--- config.mk ---
export PLATFORM = sky130hd
export DESIGN_NAME = ps2_keyboard_rx
export DESIGN_NICKNAME = d
export VERILOG_FILES = /design/src/rtl/ps2_pkg.sv /design/src/rtl/ps2_rx_fifo.sv /design/src/rtl/ps2_keyboard_rx.sv
export SDC_FILE = /design/constraint.sdc
export NUM_CORES = 1
export LEC_CHECK = 0
export CORE_MARGIN = 3
export CORE_UTILIZATION = 44
export CTS_BUF_LIST = sky130_fd_sc_hd__clkbuf_8
export CTS_CLUSTER_SIZE = 30
export DETAILED_ROUTE_END_ITERATION = 8
export GPL_ROUTABILITY_DRIVEN = 0
export PLACE_DENSITY = 0.72
export SYNTH_ARGS = -nofsm -noshare
export SYNTH_HDL_FRONTEND = slang
export SYNTH_SLANG_ARGS = --single-unit
--- constraint.sdc ---
create_clock -name clk -period 2.9 [get_ports clk]
set_clock_uncertainty 0.05 [all_clocks]
set_input_delay 0.58 -clock clk [delete_from_list [all_inputs] [get_ports clk]]
set_output_delay 0.58 -clock clk [all_outputs]
set_load 0.005 [all_outputs]
--- src/rtl/ps2_pkg.sv ---
`default_nettype none
// ============================================================================
// Module      : ps2_pkg
// Description : Shared types and constants for the PS/2 keyboard receiver.
// Revision    : 1.0 - initial release
// ============================================================================
package ps2_pkg;

    typedef enum logic [1:0] {
        IDLE   = 2'd0,
        DATA   = 2'd1,
        PARITY = 2'd2,
        STOP   = 2'd3
    } ps2_state_e;

    localparam logic [7:0]  PS2_BREAK      = 8'hF0;
    localparam logic [7:0]  PS2_EXTEND     = 8'hE0;
    localparam int unsigned PS2_FRAME_BITS = 8;

endpackage
`default_nettype wire

--- src/rtl/ps2_rx_fifo.sv ---
`default_nettype none
// ============================================================================
// Module      : ps2_rx_fifo
// Description : First-word-fall-through scancode FIFO; head reads 0 when empty.
// Revision    : 1.0 - initial release
// ============================================================================
module ps2_rx_fifo #(
    parameter int FIFO_DEPTH_LOG2 = 3
) (
    input  logic       clk,
    input  logic       reset,
    input  logic       push,
    input  logic [7:0] push_data,
    input  logic       pop,
    output logic [7:0] head,
    output logic       empty,
    output logic       full
);

    localparam int DEPTH = 1 << FIFO_DEPTH_LOG2;

    logic [7:0]                 mem_q [DEPTH];
    logic [FIFO_DEPTH_LOG2-1:0] wr_ptr_q;
    logic [FIFO_DEPTH_LOG2-1:0] rd_ptr_q;
    logic [FIFO_DEPTH_LOG2:0]   count_q;
    logic                       do_push;
    logic                       do_pop;

    assign empty   = (count_q == '0);
    assign full    = (count_q == {1'b1, {FIFO_DEPTH_LOG2{1'b0}}});
    assign do_pop  = pop & ~empty;
    // A pop in the same cycle frees the slot a full FIFO needs for the push.
    assign do_push = push & (~full | do_pop);
    assign head    = empty ? 8'h00 : mem_q[rd_ptr_q];

    always_ff @(posedge clk) begin
        if (!reset) begin
            wr_ptr_q <= '0;
            rd_ptr_q <= '0;
            count_q  <= '0;
        end else begin
            if (do_push) begin
                mem_q[wr_ptr_q] <= push_data;
                wr_ptr_q        <= wr_ptr_q + 1'b1;
            end
            if (do_pop) begin
                rd_ptr_q <= rd_ptr_q + 1'b1;
            end
            if (do_push && !do_pop) begin
                count_q <= count_q + 1'b1;
            end else if (do_pop && !do_push) begin
                count_q <= count_q - 1'b1;
            end
        end
    end

endmodule
`default_nettype wire

--- src/rtl/ps2_keyboard_rx.sv ---
`default_nettype none
// ============================================================================
// Module      : ps2_keyboard_rx
// Description : PS/2 device-to-host frame receiver with scancode FIFO.
//               Optional break-code filtering with macro PS2_BREAK_FILTER_EN.
// Revision    : 1.0 - initial release
// ============================================================================
module ps2_keyboard_rx #(
    parameter int FILTER_WIDTH    = 4,
    parameter int FIFO_DEPTH_LOG2 = 3,
    parameter int TIMEOUT_WIDTH   = 16
) (
    input  logic       clk,
    input  logic       reset,
    input  logic       ps2_clk,
    input  logic       ps2_data,
    input  logic       FLAG_read,
    output logic [7:0] key_data,
    output logic       key_valid,
    output logic       frame_error,
    output logic       overflow
);

    import ps2_pkg::*;

    localparam int FCW = $clog2(FILTER_WIDTH + 1);
    localparam int BCW = $clog2(PS2_FRAME_BITS);
    localparam logic [FCW-1:0] FILT_LAST = FCW'(FILTER_WIDTH - 1);
    localparam logic [BCW-1:0] BIT_LAST  = BCW'(PS2_FRAME_BITS - 1);

    logic                     clk_meta_q, clk_sync_q;
    logic                     data_meta_q, data_sync_q;
    logic                     filt_q, filt_d;
    logic [FCW-1:0]           filt_cnt_q, filt_cnt_d;
    ps2_state_e               state_q, state_d;
    logic [BCW-1:0]           bit_cnt_q, bit_cnt_d;
    logic [7:0]               shift_q, shift_d;
    logic                     parity_q, parity_d;
    logic [TIMEOUT_WIDTH-1:0] wd_q, wd_d;
    logic                     frame_error_q, overflow_q, overflow_d;
    logic                     fall_tick, wd_expire, byte_done, frame_bad, push_req;
    logic                     fifo_empty, fifo_full;

    // The filtered level flips on the FILTER_WIDTH-th consecutive differing sample.
    always_comb begin
        filt_d     = filt_q;
        filt_cnt_d = '0;
        if (clk_sync_q != filt_q) begin
            if (filt_cnt_q == FILT_LAST) begin
                filt_d = clk_sync_q;
            end else begin
                filt_cnt_d = filt_cnt_q + 1'b1;
            end
        end
    end

    assign fall_tick = filt_q & ~filt_d;
    assign wd_expire = (state_q != IDLE) && !fall_tick && (&wd_q);
    assign wd_d      = ((state_q == IDLE) || fall_tick) ? '0 : wd_q + 1'b1;

    always_comb begin
        state_d   = state_q;
        bit_cnt_d = bit_cnt_q;
        shift_d   = shift_q;
        parity_d  = parity_q;
        byte_done = 1'b0;
        frame_bad = 1'b0;
        if (wd_expire) begin
            state_d   = IDLE;
            frame_bad = 1'b1;
        end else if (fall_tick) begin
            unique case (state_q)
                IDLE: begin
                    if (!data_sync_q) begin
                        state_d   = DATA;
                        bit_cnt_d = '0;
                    end
                end
                DATA: begin
                    shift_d   = {data_sync_q, shift_q[7:1]};
                    bit_cnt_d = bit_cnt_q + 1'b1;
                    if (bit_cnt_q == BIT_LAST) begin
                        state_d = PARITY;
                    end
                end
                PARITY: begin
                    parity_d = data_sync_q;
                    state_d  = STOP;
                end
                STOP: begin
                    state_d = IDLE;
                    if (data_sync_q && ((^shift_q) ^ parity_q)) begin
                        byte_done = 1'b1;
                    end else begin
                        frame_bad = 1'b1;
                    end
                end
                default: state_d = IDLE;
            endcase
        end
    end

`ifdef PS2_BREAK_FILTER_EN
    logic brk_q, brk_d;

    // Swallow the break prefix and the key code that follows it.
    always_comb begin
        brk_d    = brk_q;
        push_req = 1'b0;
        if (byte_done) begin
            if (shift_q == PS2_EXTEND) begin
                push_req = 1'b1;
            end else if (brk_q) begin
                brk_d = 1'b0;
            end else if (shift_q == PS2_BREAK) begin
                brk_d = 1'b1;
            end else begin
                push_req = 1'b1;
            end
        end
    end

    always_ff @(posedge clk) begin
        if (!reset) begin
            brk_q <= 1'b0;
        end else begin
            brk_q <= brk_d;
        end
    end
`else
    assign push_req = byte_done;
`endif

    assign overflow_d = overflow_q | (push_req & fifo_full & ~(FLAG_read & ~fifo_empty));

    always_ff @(posedge clk) begin
        if (!reset) begin
            clk_meta_q    <= 1'b1;
            clk_sync_q    <= 1'b1;
            data_meta_q   <= 1'b1;
            data_sync_q   <= 1'b1;
            filt_q        <= 1'b1;
            filt_cnt_q    <= '0;
            state_q       <= IDLE;
            bit_cnt_q     <= '0;
            shift_q       <= '0;
            parity_q      <= 1'b0;
            wd_q          <= '0;
            frame_error_q <= 1'b0;
            overflow_q    <= 1'b0;
        end else begin
            clk_meta_q    <= ps2_clk;
            clk_sync_q    <= clk_meta_q;
            data_meta_q   <= ps2_data;
            data_sync_q   <= data_meta_q;
            filt_q        <= filt_d;
            filt_cnt_q    <= filt_cnt_d;
            state_q       <= state_d;
            bit_cnt_q     <= bit_cnt_d;
            shift_q       <= shift_d;
            parity_q      <= parity_d;
            wd_q          <= wd_d;
            frame_error_q <= frame_bad;
            overflow_q    <= overflow_d;
        end
    end

    ps2_rx_fifo #(
        .FIFO_DEPTH_LOG2 (FIFO_DEPTH_LOG2)
    ) u_fifo (
        .clk       (clk),
        .reset     (reset),
        .push      (push_req),
        .push_data (shift_q),
        .pop       (FLAG_read),
        .head      (key_data),
        .empty     (fifo_empty),
        .full      (fifo_full)
    );

    assign key_valid   = ~fifo_empty;
    assign frame_error = frame_error_q;
    assign overflow    = overflow_q;

endmodule
`default_nettype wire

==> metrics.csv <==
metric,value,unit
Worst VDD drop,0.400,mV
Max clock buf depth,2,
combinational power share,0.224,
Synth Area in Compound Gates,0.0320,
synth warn,0,
CTS tree,yes,
"EDFF count, synth",64,
# diodes,0,
sequential fraction of the synthesis area,0.621,
Clk pwr share,0.352,
cell internal pwr,0.00316,W
"delay-heaviest family, CP",multiplexers,
Switch Pwr,0.00122,W
area of the multi-input gates,1740,µm²
critical path launch point type,flop,
max incr delay on CP,0.51,ns
share of cells above drive strength 1,0.212,
area share of the largest cell type after synthesis,0.400,
H-tree level count,4,
nets@finish,437,
min Tclk post-route,2.77,ns
Seq pwr share,0.424,
Synth Area in Adders,0.0406,
met2 Resource Use GR,0.244,
Worst path slowest cell,mux4_2,
fillcell total,897,
chip width,111,µm
GR peak layer,met2,
Final Hold Viols,0,
CP Max Fanout,8,
fin area,5770,µm²
DRT Wirelength,8.48,mm
syn avg cell area,13.2,µm²
die area,12200,µm²
Post-synth ARST share,0,
I/O pins,16,
CTS sink count,117,
post-route clock period utilization,0.956,
Starting Density,0.459,
pwr dens,758,nW/µm²
status,"finished, final reports clean",
relative slew slack,0.640,
core area,10500,µm²
Chip Height,111,µm
setup repair bufs after CTS,0,
dpl cells,533,
"commonest non-fill, non-tap cell in the layout",edfxtp_1,
number of global-route vias before repair,2888,
placed cell area,5320,µm²
Reg area,2990,µm²
synthesized area,4810,µm²
CP required,2.27,ns
total gr overflow,0,
DR vias,2896,
vias per inst,5.12,
clock-pin slew on the worst setup and hold paths,0.08,ns
Achievable Freq,361,MHz
Clock Root Buffer,clkbuf_8,
top_reg_cell synth,edfxtp_1,
clk_lat worst skew,0.43,ns
Post-DRT Antenna Nets,0,
# setup viols final,0,
leading area contributor after synthesis,edfxtp_1,
# rows,37,
RSZ-0062 raised after global routing,false,
largest net degree at the start of global routing,22,
Synth Area in XOR/XNOR,0.0575,
Post-DP HPWL,5.54,mm
Slew Limit Fails,0,
crit path cell chain,"clkbuf_16, mux4_2, mux2i_1, nor2_1, clkdlybuf4s50_1",
initial drt markers,191,
Layout Cells excl Fill,566,
switch share,0.278,
Synth Area in Simple Gates,0.127,
crit path buf inv count,2,
CTS Hold Bufs,0,
Max Cap Viol,0,
Gate Count Post-Synth,363,
Routed WL per cell,15.0,µm
PostCTS Resize Cnt,0,
main combinational cell family by area after synthesis,simple AND/OR/NAND/NOR gates,
Seq cells post-synth,117,
DRT Pass-1 Iters,4,
worst-margin pin slew,0.536,ns
synth unique cells,41,
first-pass GRT wire length,14.2,mm
met1 usage,0.182,
Synth-to-Final Area Change,20.1,%
Arrival @ worst endpoint,2.14,ns
Synth Net Count,383,
kind of critical path,reg -> out,
IO Port Bufs,15,
DRC viols,0,
Synth area leaders,"edfxtp_1 (40%), dfxtp_1 (22%), mux4_2 (7.5%)",
most frequent cells in the layout,"edfxtp_1 (64), dfxtp_1 (50), nor2_1 (43)",
post-synthesis mux area share,0.104,
initial antenna violation count,0,
global-route track usage on met3,0.0455,
Lkg Pwr,2.05,nW
GRT Total Usage,0.148,
Worst Hold Class,reg -> reg,
Crit. End Element,output pin,
TritonCTS Buffers,17,
==> registers in the layout (all words and copies together) (netlist names), named ones only <==
signal and flops:
bit_cnt_q 3, clk_meta_q 1, clk_sync_q 1, data_meta_q 1
data_sync_q 1, filt_cnt_q 3, filt_q 1, frame_error 1
overflow 1, parity_q 1, shift_q 8, state_q 2
u_fifo.count_q 4, u_fifo.mem_q 64, u_fifo.rd_ptr_q 3, u_fifo.wr_ptr_q 3
wd_q 16
==> stage by stage <==
stage	setup WS [ns]	utilization	hold slack (ns)	power (W)	TNS (ns)
floorplan	0.0422	-	0.336	0.00243	0
global placement	-0.124	0.509	0.342	0.00281	-0.124
detailed placement	-0.201	0.509	0.345	0.00283	-0.208
CTS	0.0328	0.548	0.362	0.00438	0
global route	0.0125	0.552	0.370	0.00459	0
finish	0.126	0.552	0.357	0.00438	0
==> final cells by class <==
cell class	instances	area share
Inverter	11	0.00715
Clock buffer	17	0.0405
Multi-Input combinational cell	224	0.302
Sequential cell	117	0.518
Timing Repair Buffer	46	0.0715
Clock inverter	15	0.0314
Tap cell	136	0.0295
==> cell families after synthesis <==
kind of cell | Yosys count
buffers and inverters | 22
AOI/OAI and AO/OA | 27
DFF | 117
muxes | 30
adders and majority gates | 15
xor gates and xnor gates | 26
and+or+nand+nor | 126
==> power by group through the flow <==
stage / Clock (W) / Sequential, W / Combinational, W
after floorplan: 0 / 0.00187 / 0.000562
after global placement: 0 / 0.00188 / 0.000932
after detailed placement: 0 / 0.00188 / 0.000949
after CTS: 0.00157 / 0.00184 / 0.000959
after global routing: 0.00165 / 0.00187 / 0.00107
final: 0.00154 / 0.00186 / 0.000979
==> worst paths after layout <==
kind,start,endpoint,slack [ns],depth (start not counted)
setup / recovery,flop,key_data[2],0.13,5
hold / removal,clk_meta_q,clk_sync_q,0.36,1
setup reg to reg,parity_q,u_fifo.count_q[3],0.16,13
hold reg to reg,clk_meta_q,clk_sync_q,0.36,1
==> synthesized netlist by cell type, drive strengths merged, types with 2 or more instances <==
library cell / count
edfxtp: 64
buf: 5
nor4: 4
nand2b: 7
xnor2: 16
mux2i: 14
and3: 4
inv: 11
a21oi: 16
clkbuf: 6
ha: 14
xor2: 9
nor2: 43
nand2: 34
and4: 2
nor3: 8
nand4: 2
nor2b: 2
mux4: 16
nand3b: 2
a32oi: 2
dfxtp: 53
or3: 3
o21ai: 4
nand3: 12
==> layer usage <==
metal	up-vias	wire length, µm	share of wire
met3	12	235	0.028
met1	1421	3680	0.43
met4	0	133	0.016
met2	41	4430	0.52
met5	-	0	0
li1	1422	-	-
(Power assumes the default switching activity.)
